===== config.mk =====
export PLATFORM = sky130hd
export DESIGN_NAME = load_store_unit
export DESIGN_NICKNAME = d
export VERILOG_FILES = /design/src/rtl/load_store_unit_pkg.sv /design/src/rtl/load_store_unit_ld_format.sv /design/src/rtl/load_store_unit.sv
export SDC_FILE = /design/constraint.sdc
export NUM_CORES = 1
export LEC_CHECK = 0
export BUFFER_PORTS_ARGS = -buffer_cell sky130_fd_sc_hd__buf_2
export CAP_MARGIN = 5
export CORE_ASPECT_RATIO = 1.75
export CORE_MARGIN = 5
export CORE_UTILIZATION = 30
export DETAILED_ROUTE_END_ITERATION = 7
export MAX_ROUTING_LAYER = met4
export PLACE_DENSITY_LB_ADDON = 0.25
export SETUP_SLACK_MARGIN = 0.05
export SLEW_MARGIN = 30
export SYNTH_ARGS = -nofsm -noshare
export SYNTH_HDL_FRONTEND = slang
export SYNTH_SLANG_ARGS = --single-unit

===== constraint.sdc =====
create_clock -name clk -period 5.48 [get_ports clk]
set_input_delay 0.274 -clock clk [delete_from_list [all_inputs] [get_ports clk]]
set_output_delay 0.274 -clock clk [all_outputs]
set_load 0.1 [all_outputs]

===== src/rtl/load_store_unit_pkg.sv =====
// Shared types and constants for the load/store unit.
// Optional build macro: LSU_MISALIGN_CHECK_EN (see load_store_unit.sv).
package load_store_unit_pkg;

  typedef enum logic [1:0] {
    S_IDLE,
    S_REQ,
    S_WAIT,
    S_RESP
  } lsu_state_e;

  localparam logic [2:0] F3_B  = 3'b000;
  localparam logic [2:0] F3_H  = 3'b001;
  localparam logic [2:0] F3_W  = 3'b010;
  localparam logic [2:0] F3_BU = 3'b100;
  localparam logic [2:0] F3_HU = 3'b101;

  localparam int unsigned TIMEOUT_DEF = 16;

  function automatic logic f3_bad(
    input logic       we,
    input logic [2:0] f3
  );
    if (we) return f3 > F3_W;
    return !(f3 inside {F3_B, F3_H, F3_W, F3_BU, F3_HU});
  endfunction

endpackage


===== src/rtl/load_store_unit_ld_format.sv =====
// Load data formatter: lane select plus sign/zero extension.
// Combinational; lanes past the word boundary read as zero.
module ld_format
  import load_store_unit_pkg::*;
(
  input  logic [31:0] rdata,
  input  logic [2:0]  funct3,
  input  logic [1:0]  addr_lo,
  output logic [31:0] result
);

  logic [15:0] sh;

  assign sh = 16'(rdata >> {addr_lo, 3'b000});

  always_comb begin
    result = rdata;
    unique case (1'b1)
      (funct3 == F3_B):  result = {{24{sh[7]}}, sh[7:0]};
      (funct3 == F3_H):  result = {{16{sh[15]}}, sh};
      (funct3 == F3_BU): result = {24'h0, sh[7:0]};
      (funct3 == F3_HU): result = {16'h0, sh};
      default:           result = rdata;
    endcase
  end

endmodule


===== src/rtl/load_store_unit.sv =====
// RV32I load/store unit: single outstanding request, timeout abort.
// Define LSU_MISALIGN_CHECK_EN to reject misaligned half/word accesses.
module load_store_unit
  import load_store_unit_pkg::*;
#(
  parameter int unsigned TIMEOUT_CYCLES = TIMEOUT_DEF
) (
  input  logic        clk,
  input  logic        rst_n,
  input  logic        req_valid,
  output logic        req_ready,
  input  logic        req_we,
  input  logic [2:0]  req_funct3,
  input  logic [31:0] req_addr,
  input  logic [31:0] req_wdata,
  output logic        mem_req,
  output logic        mem_we,
  output logic [31:0] mem_addr,
  output logic [3:0]  mem_wstrb,
  output logic [31:0] mem_wdata,
  input  logic        mem_gnt,
  input  logic        mem_rvalid,
  input  logic [31:0] mem_rdata,
  output logic [31:0] ld_data_f,
  output logic        done,
  output logic        err,
  output logic        busy
);

  localparam int CW = $clog2(TIMEOUT_CYCLES + 1);

  lsu_state_e  state;
  logic [2:0]  f3_q;
  logic [1:0]  off_q;
  logic        we_q;
  logic [CW-1:0] cnt;
  logic        hit;
  logic        bad_n;
  logic [3:0]  strb_n;
  logic [31:0] wd_n;
  logic [31:0] fmt;

  assign req_ready = (state == S_IDLE);
  assign busy      = (state != S_IDLE);
  assign hit       = (cnt == CW'(TIMEOUT_CYCLES - 1));

  ld_format u_ld_format (
    .rdata   (mem_rdata),
    .funct3  (f3_q),
    .addr_lo (off_q),
    .result  (fmt)
  );

  always_comb begin
    bad_n = f3_bad(req_we, req_funct3);
`ifdef LSU_MISALIGN_CHECK_EN
    if (req_funct3[1:0] == 2'b01 && req_addr[0])
      bad_n = 1'b1;
    if (req_funct3[1:0] == 2'b10 && req_addr[1:0] != 2'b00)
      bad_n = 1'b1;
`endif
  end

  // Lanes shifted past byte 3 fall off: misaligned access truncates.
  always_comb begin
    strb_n = 4'b1111;
    wd_n   = req_wdata;
    unique case (1'b1)
      (req_funct3[1:0] == 2'b00): begin
        strb_n = 4'b0001 << req_addr[1:0];
        wd_n   = {4{req_wdata[7:0]}};
      end
      (req_funct3[1:0] == 2'b01): begin
        strb_n = 4'b0011 << req_addr[1:0];
        wd_n   = {2{req_wdata[15:0]}};
      end
      default: begin
        strb_n = 4'b1111;
        wd_n   = req_wdata;
      end
    endcase
  end

  always_ff @(posedge clk or negedge rst_n) begin
    if (!rst_n) begin
      state     <= S_IDLE;
      f3_q      <= 3'b000;
      off_q     <= 2'b00;
      we_q      <= 1'b0;
      cnt       <= '0;
      mem_req   <= 1'b0;
      mem_we    <= 1'b0;
      mem_addr  <= 32'h0;
      mem_wstrb <= 4'h0;
      mem_wdata <= 32'h0;
      ld_data_f <= 32'h0;
      done      <= 1'b0;
      err       <= 1'b0;
    end else begin
      done <= 1'b0;
      err  <= 1'b0;
      unique case (state)
        S_IDLE: begin
          if (req_valid) begin
            f3_q      <= req_funct3;
            off_q     <= req_addr[1:0];
            we_q      <= req_we;
            cnt       <= '0;
            mem_we    <= req_we;
            mem_addr  <= {req_addr[31:2], 2'b00};
            mem_wstrb <= strb_n;
            mem_wdata <= wd_n;
            if (bad_n) begin
              state <= S_RESP;
              done  <= 1'b1;
              err   <= 1'b1;
            end else begin
              state   <= S_REQ;
              mem_req <= 1'b1;
            end
          end
        end
        S_REQ: begin
          if (mem_gnt && we_q) begin
            mem_req <= 1'b0;
            state   <= S_RESP;
            done    <= 1'b1;
          end else if (hit) begin
            mem_req   <= 1'b0;
            state     <= S_RESP;
            done      <= 1'b1;
            err       <= 1'b1;
            ld_data_f <= 32'h0;
          end else begin
            cnt <= cnt + CW'(1);
            if (mem_gnt) begin
              mem_req <= 1'b0;
              state   <= S_WAIT;
            end
          end
        end
        S_WAIT: begin
          if (mem_rvalid) begin
            ld_data_f <= fmt;
            state     <= S_RESP;
            done      <= 1'b1;
          end else if (hit) begin
            state     <= S_RESP;
            done      <= 1'b1;
            err       <= 1'b1;
            ld_data_f <= 32'h0;
          end else begin
            cnt <= cnt + CW'(1);
          end
        end
        S_RESP: state <= S_IDLE;
      endcase
    end
  end

endmodule


==> flow_metrics.tcl <==
set metrics [dict create \
    grt_util_all_layers_pct 16.1 \
    rsz0062_at_grt "no" \
    instances_no_fill 919 \
    achievable-frequency_mhz 414 \
    initial_core_util_pct 30.5 \
    timing.hold.worst.class "primary input to flop" \
    max_cap_violations 0 \
    antenna_found_initial 0 \
    antenna-diode-count 0 \
    yosys_warnings 0 \
    cts_resized 0 \
    syn-cell-area_um2 5320 \
    synth_most_common_cell "sky130_fd_sc_hd__dfrtp_1" \
    timing_hold_violations_final 0 \
    port-buffer-count 208 \
    finalSetupViolations 0 \
    tightest_slew_margin_relative_to_the_limit_pct 35.1 \
    cts_buffers 17 \
    layout-drive-gt1-share_pct 42.7 \
    pin_count 211 \
    drt-vias-per-instance 4.95 \
    worst_skew_pair.late_latency_ns 0.41 \
    synth_top_cell_by_area "sky130_fd_sc_hd__dfrtp_1" \
    dpl.cell_count 886 \
    syn-mean-instance-area_um2 11.2 \
    hold_depth 2 \
    cts_htree_levels 4 \
    cts_setup_buffers 0 \
    routed_wire_length_per_instance_um 17.4 \
    holdPathEnd "mem_addr[11]$_DFFE_PN0P_" \
    worst_slew_pin_slew_ns 0.970 \
    route.vias.total 4550 \
    pin_count_of_the_biggest_net_entering_global_routing 103 \
    worst-r2r-cell-count 6 \
    crit_path_start_kind "flop" \
    final_max_slew_viol_count 0 \
    path_clk_slew_ns 0.06 \
    die_h_um 186 \
    async_reset_ff_share_pct 100 \
    area.growth.synth_to_final_pct 35.4 \
    clockBufferDepth 2 \
    clockRootBuffer "sky130_fd_sc_hd__clkbuf_16" \
    finalWeightedCongestion 0.898 \
    dp_hpwl_um 12100 \
    syn-instance-count 477 \
    timing.hold.worst.start "req_addr[11]" \
    design_area_um2 7210 \
    globalRouteOverflowTotal 0 \
    finalClockSkew_ns 0.00782 \
    endpoint_kind_of_the_worst_setup_timing_path "flop" \
    data_arrival_time_of_the_critical_path_ns 2.70 \
    setup.worst_path.class "flop to flop" \
    rows 64 \
    length_of_the_first_detailed_routing_pass_in_iterations 4 \
    count_of_routing_violations_after_the_opening_detailed_route_iteration 213 \
    timing.final.crit_period_ns 2.41 \
    synth-seq-area-share_pct 53.6 \
    dpl-instance-area_um2 6540 \
    worst_r2r_endpoint "ld_data_f[25]$_DFFE_PN0P_" \
    final_antenna_net_count 0 \
    regToRegStartpoint "cnt[0]$_DFFE_PN0P_" \
    vias_in_the_first_global_route 4975 \
    layout_worst_path_cycle_share_pct 44.0 \
    yosys_most_used_dff "sky130_fd_sc_hd__dfrtp_1" \
    postRouteWirelength_um 16000 \
    synth_top_area_share_pct 53.6 \
    synth_top_cells_by_count "sky130_fd_sc_hd__dfrtp_1 (114), sky130_fd_sc_hd__nand2_1 (60), sky130_fd_sc_hd__o21ai_0 (51)" \
    core_area_um2 17500 \
    critical_path_required_ns 5.77 \
    grt_first_pass_wirelength_um 25600 \
    synth_seq_cells 114 \
    top_post_synthesis_cells_by_area "sky130_fd_sc_hd__dfrtp_1 (54%), sky130_fd_sc_hd__mux2_2 (9.1%), sky130_fd_sc_hd__mux2i_1 (6.0%)" \
    cts_tree "built" \
    count_of_flip_flops_with_a_built_in_enable_after_synthesis 0 \
    route.detailed.drc 0 \
    synth_cell_type_count 42 \
    crit_fanout 32 \
    outcome "finished, final reports clean" \
    fp.dieW_um 111 \
    hold-worst-slack_ns 0.0964 \
    total_die_area_um2 20600 \
    setup-tns-final_ns 0 \
    clkSinkCount 114 \
    reg2reg_slack_ns 3.07 \
    nNetsFinal 786 \
    post_cts_hold_buffer_count 1 \
]
## cells by family (layout without fill, tap and decap cells)
kind of cell / count (synthesis) / count (layout) / synth area share, %
and+or+nand+nor: 112 / 112 / 9.82
other: 1 / 2 / 0.0704
buffers and inverters: 41 / 251 / 3.41
muxes: 77 / 77 / 15.8
DFF: 114 / 114 / 53.6
AOI/OAI and AO/OA: 126 / 126 / 15.9
adders and majority gates: 6 / 6 / 1.41
## cells in the final DEF (no fill, tap or decap), types with 3 or more instances in the layout
cell                        Yosys  routed
sky130_fd_sc_hd__clkbuf_16      0      17
sky130_fd_sc_hd__clkinv_2       0       4
sky130_fd_sc_hd__buf_2          7     207
sky130_fd_sc_hd__o211ai_1       7       7
sky130_fd_sc_hd__clkinv_4       0       3
sky130_fd_sc_hd__dfrtp_1      114     114
sky130_fd_sc_hd__nor2_1        19      18
sky130_fd_sc_hd__nand3b_1      10      10
sky130_fd_sc_hd__ha_1           6       6
sky130_fd_sc_hd__inv_1          9       9
sky130_fd_sc_hd__nand2b_1       7       7
sky130_fd_sc_hd__nand3_1        4       4
sky130_fd_sc_hd__o21ai_1        8       8
sky130_fd_sc_hd__a21oi_1       18      18
sky130_fd_sc_hd__mux2i_1       32      32
sky130_fd_sc_hd__mux2_2        43      43
sky130_fd_sc_hd__nand2_1       60      59
sky130_fd_sc_hd__a221o_1       19      19
sky130_fd_sc_hd__nor2b_1        3       3
sky130_fd_sc_hd__a2bb2oi_1      7       7
sky130_fd_sc_hd__o21ai_0       51      51
sky130_fd_sc_hd__o221ai_1       7       7
sky130_fd_sc_hd__bufinv_16      0       5
## layer usage
metal | vias to the layer above | wire, µm | GRT usage [%]
met3 | 28 | 743 | 3.50
met5 | - | 0 | -
met2 | 177 | 8670 | 28.8
li1 | 2125 | - | -
met4 | 0 | 573 | 8.43
met1 | 2220 | 6020 | 16.6
## sequential cells by signal, summed over array words and instances (netlist names)
signal,cells
mem_addr,30
mem_wstrb,4
off_q,2
cnt,5
done,1
mem_wdata,32
mem_req,1
state,2
f3_q,3
ld_data_f,32
we_q,1
err,1
## worst max-delay path by stage
stage	from	to	slack, ns
floorplan	state[1]$_DFFE_PN0P_	cnt[3]$_DFFE_PN0P_	2.22
CTS	off_q[1]$_DFFE_PN0P_	ld_data_f[25]$_DFFE_PN0P_	2.98
global route	cnt[0]$_DFFE_PN0P_	ld_data_f[25]$_DFFE_PN0P_	2.92
detailed placement	off_q[1]$_DFFE_PN0P_	ld_data_f[22]$_DFFE_PN0P_	3.00
finish	cnt[0]$_DFFE_PN0P_	ld_data_f[25]$_DFFE_PN0P_	3.07
global placement	cnt[0]$_DFFE_PN0P_	ld_data_f[27]$_DFFE_PN0P_	3.02
## worst max-delay path, stage by stage (launching register included)
cell and delay [ns]:
sky130_fd_sc_hd__dfrtp_1 0.38, sky130_fd_sc_hd__ha_1 0.19, sky130_fd_sc_hd__and3_1 0.16, sky130_fd_sc_hd__ha_1 0.25, sky130_fd_sc_hd__a21oi_1 0.08, sky130_fd_sc_hd__or3b_2 0.77
sky130_fd_sc_hd__a221o_1 0.45
## layout make-up
type                       count  area (µm²)
tap                          231         289
multi-input combinational    323        2320
inverter                       9        33.8
fill                        1782       10200
clock inverter                14         211
sequential                   114        2850
timing repair buffer         210        1060
clock buffer                  18         439
## metrics by stage
stage	util, %	worst slack (ns)
after floorplan	-	2.22
after global placement	37.4	3.02
after detailed placement	37.5	3.00
after CTS	41.2	2.98
after global routing	41.3	2.92
final	41.3	3.07
Power is left out: the tool's default activity adds up to more than one toggle a clock period on the data nets, which glitch-free logic cannot reach.
